<file path="config.mk">
export PLATFORM = sky130hd
export DESIGN_NAME = fetch_unit
export DESIGN_NICKNAME = d
export VERILOG_FILES = /design/src/rtl/fetch_unit.sv
export SDC_FILE = /design/constraint.sdc
export NUM_CORES = 1
export LEC_CHECK = 0
export BUFFER_PORTS_ARGS = -buffer_cell sky130_fd_sc_hd__buf_2
export CAP_MARGIN = 20
export CORE_ASPECT_RATIO = 1.75
export CORE_MARGIN = 3
export CORE_UTILIZATION = 50
export CTS_CLUSTER_SIZE = 40
export DETAILED_ROUTE_END_ITERATION = 16
export PLACE_DENSITY = 0.67
export SKIP_CTS_REPAIR_TIMING = 1
export SLEW_MARGIN = 20
export SYNTH_ARGS = -nofsm -noshare
export SYNTH_HDL_FRONTEND = slang
export SYNTH_SLANG_ARGS = --single-unit
</file>
<file path="constraint.sdc">
create_clock -name Clk -period 4.39 [get_ports Clk]
set_input_delay 0.2195 -clock Clk [delete_from_list [all_inputs] [get_ports Clk]]
set_output_delay 0.2195 -clock Clk [all_outputs]
set_load 0.01 [all_outputs]
</file>
<file path="src/rtl/fetch_unit.sv">
// Instruction fetch unit and program counter with redirect target LUT and start/done handshake.
// Optional executed-instruction counter enabled by defining FETCH_INSTR_COUNT_EN.
module fetch_unit #(
    parameter int PC_W  = 10,
    parameter int LUT_W = 5
) (
    input  logic             Clk,
    input  logic             Reset,
    input  logic             Start,
    input  logic [PC_W-1:0]  StartAddr,
    input  logic             Halt,
    input  logic             jump_en,
    input  logic             branch_en,
    input  logic [LUT_W-1:0] TargetIdx,
    input  logic             lut_we,
    input  logic [LUT_W-1:0] lut_waddr,
    input  logic [PC_W-1:0]  lut_wdata,
    output logic [PC_W-1:0]  ProgCtr,
    output logic             Running,
    output logic             Done,
    output logic [15:0]      InstrCount
);

    localparam int LUT_DEPTH = 2 ** LUT_W;

    localparam logic [1:0] IDLE = 2'd0;
    localparam logic [1:0] RUN  = 2'd1;
    localparam logic [1:0] DONE = 2'd2;

    logic [1:0]      state;
    logic [PC_W-1:0] lut [LUT_DEPTH];
    logic            start_ok;

    assign start_ok = Start && (state == IDLE || state == DONE);
    assign Running  = (state == RUN);
    assign Done     = (state == DONE);

    // Redirects read lut in the same clock edge that may write it, so they see the old entry.
    always_ff @(posedge Clk) begin
        if (Reset) begin
            for (int i = 0; i < LUT_DEPTH; i++) begin
                lut[i] <= '0;
            end
        end else if (lut_we) begin
            lut[lut_waddr] <= lut_wdata;
        end
    end

    always_ff @(posedge Clk) begin
        if (Reset) begin
            state   <= IDLE;
            ProgCtr <= '0;
        end else begin
            case (state)
                IDLE, DONE: begin
                    if (Start) begin
                        ProgCtr <= StartAddr;
                        state   <= RUN;
                    end
                end
                RUN: begin
                    if (Halt) begin
                        state <= DONE;
                    end else if (jump_en || branch_en) begin
                        ProgCtr <= lut[TargetIdx];
                    end else begin
                        ProgCtr <= ProgCtr + PC_W'(1);
                    end
                end
                default: begin
                    state <= IDLE;
                end
            endcase
        end
    end

`ifdef FETCH_INSTR_COUNT_EN
    // Every RUN cycle retires one instruction, the halting one included.
    logic [15:0] count;

    always_ff @(posedge Clk) begin
        if (Reset || start_ok) begin
            count <= '0;
        end else if (state == RUN && count != 16'hFFFF) begin
            count <= count + 16'd1;
        end
    end

    assign InstrCount = count;
`else
    logic unused_start_ok;
    assign unused_start_ok = start_ok;
    assign InstrCount      = '0;
`endif

endmodule

</file>
Word-level counts from Yosys, hierarchy flattened
Memory sizes are Yosys's and may differ from the RTL's.
Index checks and enable logic that the tools add are counted.
- add/sub/neg operators: 1
- reduce and logical (&&, ||, !) cells: 7
- mux-type cells: 15
- equal/unequal tests: 5
- operator list (operator ; count):
    $mux W10 ; 4
    $pmux W10 S2 ; 1
    $add A10 B1 Y10 const B ; 1
    $reduce_or A10 Y1 ; 1
    $mux W1 ; 6
    $ne A2 B2 Y1 const B ; 3
    $mux W5 ; 1
    $mux W2 ; 2
    $pmux W2 S2 ; 1
    $reduce_and A3 Y1 ; 1
    $eq A2 B1 Y1 const B ; 1
    $eq A2 B2 Y1 const B ; 1
    $logic_not A2 Y1 ; 1
    $reduce_and A2 Y1 ; 1
    $reduce_bool A2 Y1 ; 1
    $reduce_or A2 Y1 ; 1
    $logic_or A1 B1 Y1 ; 1
- word-level logic and storage cells: 31
- memories kept: 1
- output and inout port bits: 28
- register bits after elaboration: 12
- memory bits (writable): 320
- memories (name ; words ; bits a word ; rd ports ; clocked after memory_dff ; write ports ; RTL line ; text):
    lut ; 32 ; 10 ; 1 ; 0 ; 32 ; 31 ; logic [PC_W-1:0] lut [LUT_DEPTH];

Logic depth before layout (Yosys ltp)
- word-level depth: 5
- gate-level depth with buffers: 9
- gate-level depth less buffers: 6

Worst setup path after synthesis
Ideal clock, no wire load.
- kind: input-to-reg
- start: input TargetIdx[0]
- end: register ProgCtr[0]
- path slack: 2587 ps
- stages: 6
- arrival: 1676 ps
- buffers on the path: 2
- cell sequence: buf_6 buf_12 mux4_1 mux4_2 nor3_2 nor4_1
- cells in the longest elaborated chain, start to end: 4
- ends and longest elaborated chain (what ; RTL line ; text):
    from (decl) ; 14 ; input logic [LUT_W-1:0] TargetIdx,
    $mem_v2 Z32 W10 ; n/a ;
    $mux W10 ; 64 ; end else if (jump_en || branch_en) begin
    $mux W10 ; 62 ; if (Halt) begin
    $pmux W10 S2 ; 54 ; case (state)
    to (signal assigned) ; 57 ; ProgCtr <= StartAddr;
    to (signal assigned) ; 65 ; ProgCtr <= lut[TargetIdx];
    to (signal assigned) ; 67 ; ProgCtr <= ProgCtr + PC_W'(1);
    to (decl) ; 18 ; output logic [PC_W-1:0] ProgCtr,
No other way between the ends. The select of a mux whose other input is x is not followed.
A chain may end at the register's enable or synchronous reset.

==> metrics <==
Seq/Total Area, Yosys 62.03%; most frequent cells in the layout 323 x and2_1, 320 x edfxtp_1, 78 x mux4_2; most common cell after layout, fill and taps aside and2_1; routed vias 8904; simple-gate area share of the yosys netlist 17.85%; CTS H-tree depth 1; largest family of logic cells by synthesized area simple AND/OR/NAND/NOR gates; worst reg2reg path endpoint ProgCtr[7]$_SDFFE_PP0P_; adder-cell share of the synthesized area 0.07880%; Hold Violations, Final 1; Worst Setup Start Kind input pin; Max rail drop VDD 0.2954 mV; Rows 85; DR pass1 iterations 7; hpwl dp 26070 µm; Syn Inst Count 1104; Hold Slack -8.865 ps; CP Capture Type flop; Req. time, crit path 4620 ps; hold depth 3; ys async rst share 0%; failing checks negative hold slack; CTS root buf clkbuf_16; Synth Area in Compound Gates 2.908%; mux contribution to synthesized area 13.38%; port buffer count 48; register-to-register setup slack 2350 ps; max-cap viol count 0; Clk pin slew, worst setup/hold paths 70 ps; # diodes 0; GPL Wtd Cong 0.8583; DR vias/cell 5.858; worst skew pair latency 560 ps; fraction of layout cells with a size suffix above 1 21.35%; Core ar. 31050 µm²; hold path startpoint StartAddr[2]; worst r2r path cells 5; initial antenna violation count 1; most common flop cell mapped by yosys edfxtp_1; DRT iter0 DRCs 837; metal3 WL 1603 µm; Setup TNS Final 0 ps; Clock Tree Buf Depth 3; fin cells 1520; TritonCTS clock tree yes; GR Overflow Total 0; Total GRT Usage 23.16%; routed wire length per instance 25.56 µm; metal2 WL 21220 µm; Least-Margin Pin Slew 1101 ps; wl on met1 14330 µm; global-route wire length before repair 59110 µm; nets 1144; Post-DRT Antenna Nets 0; minimum clock period 2411 ps; die height 241.7 µm; P&R area growth vs syn 8.858%; Placed Cells 1465; area of the mapped netlist 15880 µm²; reg2reg start state[0]$_SDFFE_PP0P_; uppermost routed layer met5; Yosys warning count 0; die area 34010 µm²; Setup Skew 11.28 ps; die width 140.7 µm; number of global-route vias before repair 9350; FF+latch count, synth 332; hold path endpoint ProgCtr[2]$_SDFFE_PP0P_; Slew HR 26.57%; CTS Buf Count 29; Worst Path Arrival 2640 ps; status finished, violations left; RSZ-0062 raised after global routing false; Max Fclk 414.8 MHz; starting density of the core 51.13%; largest net degree at the start of global routing 54; Final Cycle Share 54.91%; Post-Synth XOR/XNOR Area 0.05516%; Yosys cell types 58; Power Density 399.0 nW/µm²; hold crit path type in2reg; drt drc 0; Num Clock Sinks 332; Ports 65; Static Leak 6.100 nW; Finish-stage setup viols 0; number of synthesized flops with an enable pin 320; WL final 38850 µm; critical path peak fanout 47; Slew Limit Fails 0; Syn Area/Cell 14.38 µm²; critical path class in2reg
[power by group]
group	internal, mW	switching (mW)
clock network	1.46	1.15
logic	0.229	0.359
registers	3.64	0.0681
total	5.32	1.57
[sequential cells by signal, summed over array words and instances (netlist names)]
name,flops
state,2
ProgCtr,10
lut,320
[cell families (layout without fill, tap and decap cells)]
| family | after synthesis | in the layout |
|---|---|---|
| AOI/OAI and AO/OA | 64 | 64 |
| xor gates and xnor gates | 1 | 1 |
| adders and majority gates | 1 | 1 |
| buffers and inverters | 121 | 131 |
| DFF | 332 | 332 |
| muxes | 106 | 106 |
| other | 1 | 16 |
| and+or+nand+nor | 478 | 478 |
[final cells by class]
| cell class | instances | area, µm² |
|---|---|---|
| Multi-Input combinational cell | 666 | 5502 |
| Timing Repair Buffer | 74 | 467.9 |
| Clock inverter | 23 | 231.5 |
| Clock buffer | 31 | 733.2 |
| Tap cell | 391 | 489.2 |
| Sequential cell | 332 | 9849 |
| Inverter | 3 | 11.26 |
| Fill cell | 2480 | 13770 |
[per-stage QoR]
| stage | setup slack [ps] | power [mW] | utilization [%] | instance area, µm² |
|---|---|---|---|---|
| after global placement | 1448 | 4.358 | 52.52 | 16310 |
| after detailed placement | 1408 | 4.370 | 52.52 | 16310 |
| final | 1979 | 6.897 | 55.66 | 17280 |
| after floorplan | 2587 | 4.141 | - | 15930 |
| after global routing | 1855 | 7.096 | 55.66 | 17280 |
| after CTS | 1995 | 6.931 | 55.62 | 17270 |
[worst max-delay path by stage]
stage,cells after the start,slack [ps],to,from
after floorplan,6,2590,ProgCtr[0]$_SDFFE_PP0P_,TargetIdx[0]
after global placement,5,1450,lut[12][4]$_SDFFCE_PN0P_,Reset
after detailed placement,5,1410,lut[12][4]$_SDFFCE_PN0P_,Reset
after CTS,5,2000,lut[12][4]$_SDFFCE_PN0P_,Reset
after global routing,5,1850,lut[12][4]$_SDFFCE_PN0P_,Reset
final,5,1980,lut[12][4]$_SDFFCE_PN0P_,Reset
[synthesized netlist by cell type, types with 5 or more instances]
master / count / area, µm²
buf_2: 12 / 60.06
mux4_2: 78 / 1757
nand3_1: 10 / 50.05
nor2b_1: 7 / 43.79
mux2_2: 5 / 56.30
buf_4: 20 / 150.1
mux4_1: 5 / 131.4
edfxtp_1: 320 / 9609
nor2_1: 48 / 180.2
o21ai_0: 7 / 35.03
and2_1: 323 / 2021
nand2b_1: 5 / 31.28
a22oi_1: 10 / 75.07
nand2_1: 21 / 78.83
o22ai_1: 10 / 62.56
nand4_1: 5 / 31.28
or2_2: 33 / 206.5
a21oi_1: 8 / 40.04
dfxtp_1: 12 / 240.2
clkbuf_1: 79 / 296.5
mux2i_1: 18 / 180.2
nand3b_1: 8 / 60.06
[worst max-delay path: stages]
cell,delay (ps)
buf_2,420
nand2b_1,320
or3_1,510
nor2_1,690
or2_2,440
[routing by layer]
metal	GRT usage [%]	up-vias
li1	-	4000
met2	42.10	291
met1	27.76	4528
met4	9.469	2
met3	2.570	83
met5	0	-
Power figures use the tool's default switching activity.
